[config.mk]
export PLATFORM = sky130hd
export DESIGN_NAME = rx_timer
export DESIGN_NICKNAME = d
export VERILOG_FILES = /design/src/rtl/uart_rx_pkg.sv /design/src/rtl/flex_counter.sv /design/src/rtl/rx_timer.sv
export SDC_FILE = /design/constraint.sdc
export NUM_CORES = 1
export LEC_CHECK = 0
export BUFFER_PORTS_ARGS = -buffer_cell sky130_fd_sc_hd__buf_4
export CAP_MARGIN = 5
export CELL_PAD_IN_SITES_DETAIL_PLACEMENT = 1
export CELL_PAD_IN_SITES_GLOBAL_PLACEMENT = 1
export CORE_AREA = 2 2 39 41
export CTS_BUF_LIST = sky130_fd_sc_hd__clkbuf_16
export CTS_CLUSTER_DIAMETER = 60
export DETAILED_ROUTE_END_ITERATION = 6
export DIE_AREA = 0 0 41 43
export GPL_TIMING_DRIVEN = 0
export MAX_ROUTING_LAYER = met4
export PLACE_DENSITY = 0.77
export SYNTH_ARGS = -nofsm -noshare
export SYNTH_HDL_FRONTEND = slang
export SYNTH_SLANG_ARGS = --single-unit
[constraint.sdc]
create_clock -name clk -period 2.47 [get_ports clk]
set_clock_uncertainty 0.05 [all_clocks]
set_input_delay 0.741 -clock clk [delete_from_list [all_inputs] [get_ports clk]]
set_output_delay 0.741 -clock clk [all_outputs]
set_load 0.03 [all_outputs]
[src/rtl/uart_rx_pkg.sv]
// Shared constants and helpers for the UART receiver slice.
package uart_rx_pkg;

  // Default frame timing. Used as parameter defaults by rx_timer and the shift register.
  localparam int UART_CLKS_PER_BIT = 10;
  localparam int UART_FIRST_PERIOD = 12;
  localparam int UART_DATA_BITS    = 8;

  // States of the bit timer. These are decoded from enable_timer and bit_index,
  // so no separate state register exists.
  typedef enum logic [1:0] {
    TMR_IDLE     = 2'd0,
    TMR_COUNTING = 2'd1,
    TMR_DONE     = 2'd2
  } timer_state_e;

  // Width of bit_index. It must hold 0 .. data_bits+1 (all data bits plus the stop strobe).
  function automatic int bit_index_width(input int data_bits);
    return $clog2(data_bits + 2);
  endfunction

  // Width of the cycle counter. It must hold 0 .. max(first_period, clks_per_bit)-1.
  function automatic int clk_cnt_width(input int first_period, input int clks_per_bit);
    int max_period;
    max_period = (first_period > clks_per_bit) ? first_period : clks_per_bit;
    return (max_period < 2) ? 1 : $clog2(max_period);
  endfunction

endpackage

[src/rtl/flex_counter.sv]
// Up-counter with a run-time rollover value. It wraps to 0 after reaching rollover_val.
// The synchronous clear takes priority over counting.
module flex_counter
  import uart_rx_pkg::*;
#(
  parameter int NUM_CNT_BITS = 4
) (
  input  logic                    clk,
  input  logic                    n_rst,
  input  logic                    clear,
  input  logic                    count_enable,
  input  logic [NUM_CNT_BITS-1:0] rollover_val,
  output logic [NUM_CNT_BITS-1:0] count_out,
  output logic                    rollover_flag
);

  logic [NUM_CNT_BITS-1:0] r_count;

  // Count register: async reset, then clear, then wrap-or-increment.
  // NOTE: state is updated with non-blocking assignments, so every flop in the
  // design samples the pre-edge values and there is no ordering race between blocks.
  always_ff @(posedge clk or negedge n_rst) begin
    if (!n_rst) begin
      r_count <= '0;
    end else if (clear) begin
      r_count <= '0;
    end else if (count_enable) begin
      r_count <= (r_count == rollover_val) ? '0 : r_count + NUM_CNT_BITS'(1);
    end
  end

  assign count_out     = r_count;
  assign rollover_flag = (r_count == rollover_val);

endmodule

[src/rtl/rx_timer.sv]
// Bit-timing stage of the UART receiver. While enable_timer is high it issues one
// shift_strobe in the middle of each data bit and the stop bit. It then holds
// packet_done until enable_timer drops.
module rx_timer
  import uart_rx_pkg::*;
#(
  parameter int CLKS_PER_BIT = UART_CLKS_PER_BIT,
  parameter int FIRST_PERIOD = UART_FIRST_PERIOD,
  parameter int DATA_BITS    = UART_DATA_BITS
) (
  input  logic                                  clk,
  input  logic                                  n_rst,
  input  logic                                  enable_timer,
  output logic                                  shift_strobe,
  output logic                                  packet_done,
  output logic [bit_index_width(DATA_BITS)-1:0] bit_index
);

  localparam int IDX_W = bit_index_width(DATA_BITS);
  localparam int CNT_W = clk_cnt_width(FIRST_PERIOD, CLKS_PER_BIT);

  localparam logic [CNT_W-1:0] FIRST_LAST = CNT_W'(FIRST_PERIOD - 1);
  localparam logic [CNT_W-1:0] BIT_LAST   = CNT_W'(CLKS_PER_BIT - 1);
  localparam logic [IDX_W-1:0] IDX_STOP   = IDX_W'(DATA_BITS);
  localparam logic [IDX_W-1:0] IDX_DONE   = IDX_W'(DATA_BITS + 1);

  logic [CNT_W-1:0] w_clk_cnt;
  logic [CNT_W-1:0] w_period_last;
  logic             w_cnt_roll;
  logic [IDX_W-1:0] w_bit_idx;
  logic             w_idx_done;
  logic             w_clear;
  timer_state_e     w_state;
  logic             w_strobe_next;
  logic             w_done_next;
  logic             r_shift_strobe;
  logic             r_packet_done;

  // The first period runs from the frame start to the middle of data bit 0.
  // Every later period is one bit time long.
  assign w_period_last = (w_bit_idx == '0) ? FIRST_LAST : BIT_LAST;
  assign w_clear       = ~enable_timer;

  // Decode the implicit state: idle when disabled, done after the stop strobe.
  always_comb begin
    w_state = TMR_IDLE;
    if (enable_timer) begin
      w_state = w_idx_done ? TMR_DONE : TMR_COUNTING;
    end
  end

  // Cycle counter within the current bit period. It is frozen once the frame is done.
  flex_counter #(
    .NUM_CNT_BITS (CNT_W)
  ) u_clk_cnt (
    .clk           (clk),
    .n_rst         (n_rst),
    .clear         (w_clear),
    .count_enable  (w_state == TMR_COUNTING),
    .rollover_val  (w_period_last),
    .count_out     (w_clk_cnt),
    .rollover_flag (w_cnt_roll)
  );

  // Strobe counter. Its rollover point is the DONE index, and the counter is
  // never enabled there, so the rollover flag doubles as the DONE decode.
  flex_counter #(
    .NUM_CNT_BITS (IDX_W)
  ) u_bit_idx (
    .clk           (clk),
    .n_rst         (n_rst),
    .clear         (w_clear),
    .count_enable  ((w_state == TMR_COUNTING) && w_cnt_roll),
    .rollover_val  (IDX_DONE),
    .count_out     (w_bit_idx),
    .rollover_flag (w_idx_done)
  );

  // Next values of the registered outputs.
  always_comb begin
    w_strobe_next = 1'b0;
    w_done_next   = 1'b0;
    case (w_state)
      TMR_COUNTING: begin
        w_strobe_next = w_cnt_roll;
        w_done_next   = w_cnt_roll && (w_bit_idx == IDX_STOP);
      end
      TMR_DONE: w_done_next = 1'b1;
      default: begin
        w_strobe_next = 1'b0;
        w_done_next   = 1'b0;
      end
    endcase
  end

  // Output registers, so enable_timer has no combinational path to any output.
  always_ff @(posedge clk or negedge n_rst) begin
    if (!n_rst) begin
      r_shift_strobe <= 1'b0;
      r_packet_done  <= 1'b0;
    end else begin
      r_shift_strobe <= w_strobe_next;
      r_packet_done  <= w_done_next;
    end
  end

  assign shift_strobe = r_shift_strobe;
  assign packet_done  = r_packet_done;
  assign bit_index    = w_bit_idx;

endmodule

After elaboration in Yosys (flattened, before gate mapping)
Index checks and enable logic that the tools add are counted.
{"block": "classes", "add_sub_neg": 2, "n_eq_ne": 7, "muxes": 11, "n_reduce_logical": 3}
{"cell": "$mux W4", "n": 6}
{"cell": "$add A4 B1 Y4 const B", "n": 2}
{"cell": "$eq A4 B4 Y1 const B", "n": 2}
{"cell": "$mux W2", "n": 3}
{"cell": "$eq A4 B4 Y1", "n": 1}
{"cell": "$logic_not A4 Y1", "n": 1}
{"cell": "$ne A2 B1 Y1 const B", "n": 2}
{"cell": "$eq A2 B1 Y1 const B", "n": 1}
{"cell": "$eq A2 B2 Y1 const B", "n": 1}
{"cell": "$logic_and A1 B1 Y1", "n": 2}
{"cell": "$pmux W1 S2", "n": 1}
{"cell": "$mux W1", "n": 1}
{"block": "totals", "word_cells": 27, "in_bits": 3, "regBits": 10, "output_inout_bits": 6}

Depth between registers and ports, before layout
{"block": "depth", "word_depth": 7, "mapped_depth": 5, "depth_no_buf": 4}

Hierarchy
A second synthesis with hierarchy kept.
{"block": "unflattened", "cells_unflattened": 65, "hier_area_um2": 675.6}
{"mod": "flex_counter", "seq_area_each_um2": 100.1, "cells_each": 27, "instances": 2, "area_per_inst_um2": 284.0}
{"mod": "rx_timer", "seq_area_each_um2": 50.0, "cells_each": 11, "instances": 1, "area_per_inst_um2": 107.6}

Worst setup path after synthesis
Ideal clock, no wire load.
{"block": "synth_path", "kind": "register -> register", "start": "reg u_bit_idx.r_count[0], in the netlist u_bit_idx.count_out[0]", "end": "reg u_bit_idx.r_count[0], in the netlist u_bit_idx.count_out[0]", "setup_time_ps": 96, "t_arrival_ps": 1470, "synth_period_minus_slack_ps": 1616, "path_slack_ps": 854, "required_ps": 2324, "n_path_buf": 0, "stages_incl_launch_ff": 5, "cell_sequence": "dfrtp_1 > nor4_4 > mux2i_2 > o211ai_1 > o31ai_1"}
{"block": "synth_between", "elab_chain_len": 6, "word_cells_on_any_way": 13, "cone_classes": "1 x add/sub; 4 x eq/ne; 6 x mux; 2 x reduce/logical"}
{"element": "from (decl)", "line_no": "flex_counter.sv:17", "text": "logic [NUM_CNT_BITS-1:0] r_count;"}
{"element": "from (signal assigned)", "line_no": "flex_counter.sv:28", "text": "r_count <= (r_count == rollover_val) ? '0 : r_count + NUM_CNT_BITS'(1);"}
{"element": "$eq A4 B4 Y1", "line_no": "flex_counter.sv:28, flex_counter.sv:33"}
{"element": "$mux W2", "line_no": "rx_timer.sv:48", "text": "w_state = w_idx_done ? TMR_DONE : TMR_COUNTING;"}
{"element": "$mux W2", "line_no": "rx_timer.sv:47", "text": "if (enable_timer) begin"}
{"element": "$eq A2 B1 Y1", "line_no": "rx_timer.sv:73", "text": ".count_enable ((w_state == TMR_COUNTING) && w_cnt_roll),"}
{"element": "$logic_and A1 B1 Y1", "line_no": "rx_timer.sv:73"}
{"element": "$ne A2 B1 Y1 (no line)"}
Several ways; a longest one is shown, not always the timed one. The select of a mux whose other input is x is not followed.
A chain may end at the register's enable or synchronous reset.

Worst setup path in the final report
{"block": "layout_path", "start": "reg u_bit_idx.r_count[1], in the netlist u_bit_idx.count_out[1]", "end": "out bit_index[1]"}
{"element": "to (decl)", "line_no": "rx_timer.sv:16", "text": "output logic [bit_index_width(DATA_BITS)-1:0] bit_index"}
No word-level cell between the ends.

==> metrics.md <==
| Metric | Value |
|---|---|
| NetSw | 0.0000902 W |
| Drc violations | 0 |
| Worst setup EP type | output pin |
| Crit path arrival time | 970 ps |
| Worst Setup SP | u_bit_idx.count_out[1]$_DFFE_PN0P_ |
| ANT cells | 0 |
| Layout cells sized above 1 | 27.0% |
| Clock power frac | 59.6% |
| Most frequent cells in the layout | dfrtp_1, buf_4, nand2_1, a21oi_1 |
| Critical-path cell list | buf_4 |
| Rel. slew slack | 68.5% |
| Die height | 43 µm |
| Post-Syn Instances | 51 |
| Final ANT Viol Nets | 0 |
| Vias in the first global route | 433 |
| CP max stage cell | dfrtp_1 |
| Worst EP required | 1680 ps |
| IO buf count | 8 |
| Worst reg2reg path startpoint | u_bit_idx.count_out[1]$_DFFE_PN0P_ |
| Routed via count | 436 |
| Seq cells post-synth | 10 |
| Worst-Skew Late Latency | 240 ps |
| Gr usage total | 17.8% |
| Core area | 1380 µm² |
| Hold Slack | 275 ps |
| CTS tree | yes |
| Starting Density | 38.9% |
| Num CTS Buffers | 3 |
| Synth Area in XOR/XNOR | 4.88% |
| Total Routed Length | 1.15 mm |
| Switching share of total power | 18.8% |
| Clock root buffer | clkbuf_16 |
| Delay of the slowest critical-path stage | 510 ps |
| Setup TNS | 0 ps |
| Global-route wire length before repair | 1.95 mm |
| Status | finished, final reports clean |
| Antenna violations before repair | 0 |
| CP bufs+invs | 1 |
| # rows | 14 |
| Final Max Tran Viols | 0 |
| Number of gates resized after cts | 0 |
| Mean post-synth cell area | 10.5 µm² |
| Max FO, Critical Path | 8 |
| Drt wl/cell | 14.5 µm |
| Starting DRC count in detailed routing | 2 |
| Vias per cell | 5.52 |
| Nets | 68 |
| HPWL Detailed | 825 µm |
| Internal power | 0.000389 W |
| Seq/Total Area, Yosys | 46.5% |
| Post-synthesis mux area share | 2.56% |
| RSZ-0062 raised after global routing | false |
| DRT Pass-1 Iters | 2 |
| Post-synthesis cell area | 538 µm² |
| Period minus WS final | 1760 ps |
| Hold buffer count at cts | 0 |
| Post-CTS Setup Bufs | 0 |
| I/O Pins | 9 |
| Actual slew at the worst max-slew pin | 464 ps |
| Hold Path Class | in2async |
| Max Fclk | 567 MHz |
| P_leak | 0.315 nW |
| Fin crit share | 71.4% |
| Count of final hold-check violations | 0 |
| CTS clk-pin slew, worst paths | 40 ps |
| Power Total | 0.000479 W |
| GRT overflow | 0 |
| Combinational family with the most area after synthesis | simple AND/OR/NAND/NOR gates |
| YS warnings | 0 |
| Cell area after layout | 697 µm² |
| Pwr per Cell Area | 687 nW/µm² |
| Family with the most delay on the worst path | flip-flops |
| Synthesized-area fraction occupied by adder cells | 2.33% |
| H-tree Lvls | 1 |
| Chip width | 41 µm |
| Synth Area in Simple Gates | 30.5% |
| Placed cell area | 618 µm² |
| Syn Nets | 55 |
| Largest net degree at the start of global routing | 11 |
| Distinct cells, synth | 26 |
| Final setup violation count | 0 |
| P&R area growth vs syn | 29.5% |
| Max-cap violations | 0 |
| Gate power share | 3.9% |
| Die area | 1760 µm² |
| Clock buffer depth | 2 |
| Startpoint types | register |
| Commonest non-fill, non-tap cell in the layout | dfrtp_1 |
| Reg power frac | 36.6% |
| Compound-gate portion of the synthesized area | 10.2% |
| GPL Wtd Cong | 0.687 |
| VDD IR-drop max | 459 µV |
| WS Path Type | reg2out |
| # clock sinks | 10 |
-- worst paths after layout --
kind | to | slack, ps | cells past startpoint
setup / recovery | bit_index[1] | 710 | 1
hold / removal | u_clk_cnt.count_out[0]$_DFFE_PN0P_ | 280 | 1
setup reg to reg | u_clk_cnt.count_out[3]$_DFFE_PN0P_ | 800 | 4
hold reg to reg | u_clk_cnt.count_out[3]$_DFFE_PN0P_ | 560 | 2
max in group asynchronous | u_bit_idx.count_out[2]$_DFFE_PN0P_ | 1950 | 1
min in group clk | u_clk_cnt.count_out[3]$_DFFE_PN0P_ | 560 | 2
-- stage by stage --
stage / cells / setup WS, ps / util [%]
global placement: 75 / 828 / 44.7
CTS: 79 / 694 / 50.4
finish: 79 / 706 / 50.4
floorplan: 51 / 854 / -
detailed placement: 75 / 795 / 44.7
global route: 79 / 672 / 50.4
-- cells in the mapped netlist --
master     count  area share (%)
dfrtp_1       10              47
nand2_1        5             3.5
a21oi_1        4             3.7
nand3_1        3             2.8
nor2_1         3             2.1
and4bb_2       2             4.7
inv_1          2             1.4
nor2b_1        2             2.3
nor3_1         2             1.9
xor2_1         2             3.3
a2111oi_2      1             2.8
and3b_1        1             1.6
and4b_1        1             1.9
buf_2          1            0.93
clkinv_1       1            0.70
ha_1           1             2.3
mux2i_2        1             2.6
nand3b_1       1             1.4
nand4_1        1             1.2
nand4b_1       1             1.6
nor4_4         1             4.0
o211ai_1       1             1.4
o21ai_0        1            0.93
o31ai_1        1             1.4
or3b_1         1             1.6
xnor2_1        1             1.6
-- power groups by stage --
stage	sequential (W)	clock (W)	combinational, W
after CTS	0.000175	0.000290	0.0000194
after global routing	0.000176	0.000301	0.0000218
final	0.000175	0.000285	0.0000186
after floorplan	0.000175	0	0.00000997
after global placement	0.000177	0	0.0000182
after detailed placement	0.000177	0	0.0000192
-- cells by family after synthesis --
family,Yosys count
adder cells (fa/ha/maj),1
flip-flops,10
multiplexers,1
AO/OA/AOI/OAI,8
AND/OR/NAND/NOR,24
XOR/XNOR,3
buffers and inverters,4
-- registers in the layout (all words and copies together) (netlist names) --
name	cells
u_clk_cnt.count_out	4
packet_done	1
shift_strobe	1
u_bit_idx.count_out	4
-- routing by layer --
metal | vias up | GRT usage [%] | routed length [µm] | share of wire [%]
li1 | 209 | - | - | -
met1 | 211 | 23.9 | 540 | 47
met2 | 11 | 21.9 | 511 | 45
met3 | 5 | 4.71 | 51 | 4.4
met4 | 0 | 14.0 | 44 | 3.8
met5 | - | - | 0 | 0
-- cell type report --
class / count / area, µm²
clock inverter: 1 / 3.75
tap: 16 / 20.0
multi-input combinational: 37 / 272
buffer: 1 / 5.00
clock buffer: 3 / 75.1
fill: 157 / 687
timing repair buffer: 8 / 60.1
sequential: 10 / 250
inverter: 3 / 11.3
No activity file was read; power rests on OpenSTA's default activity.
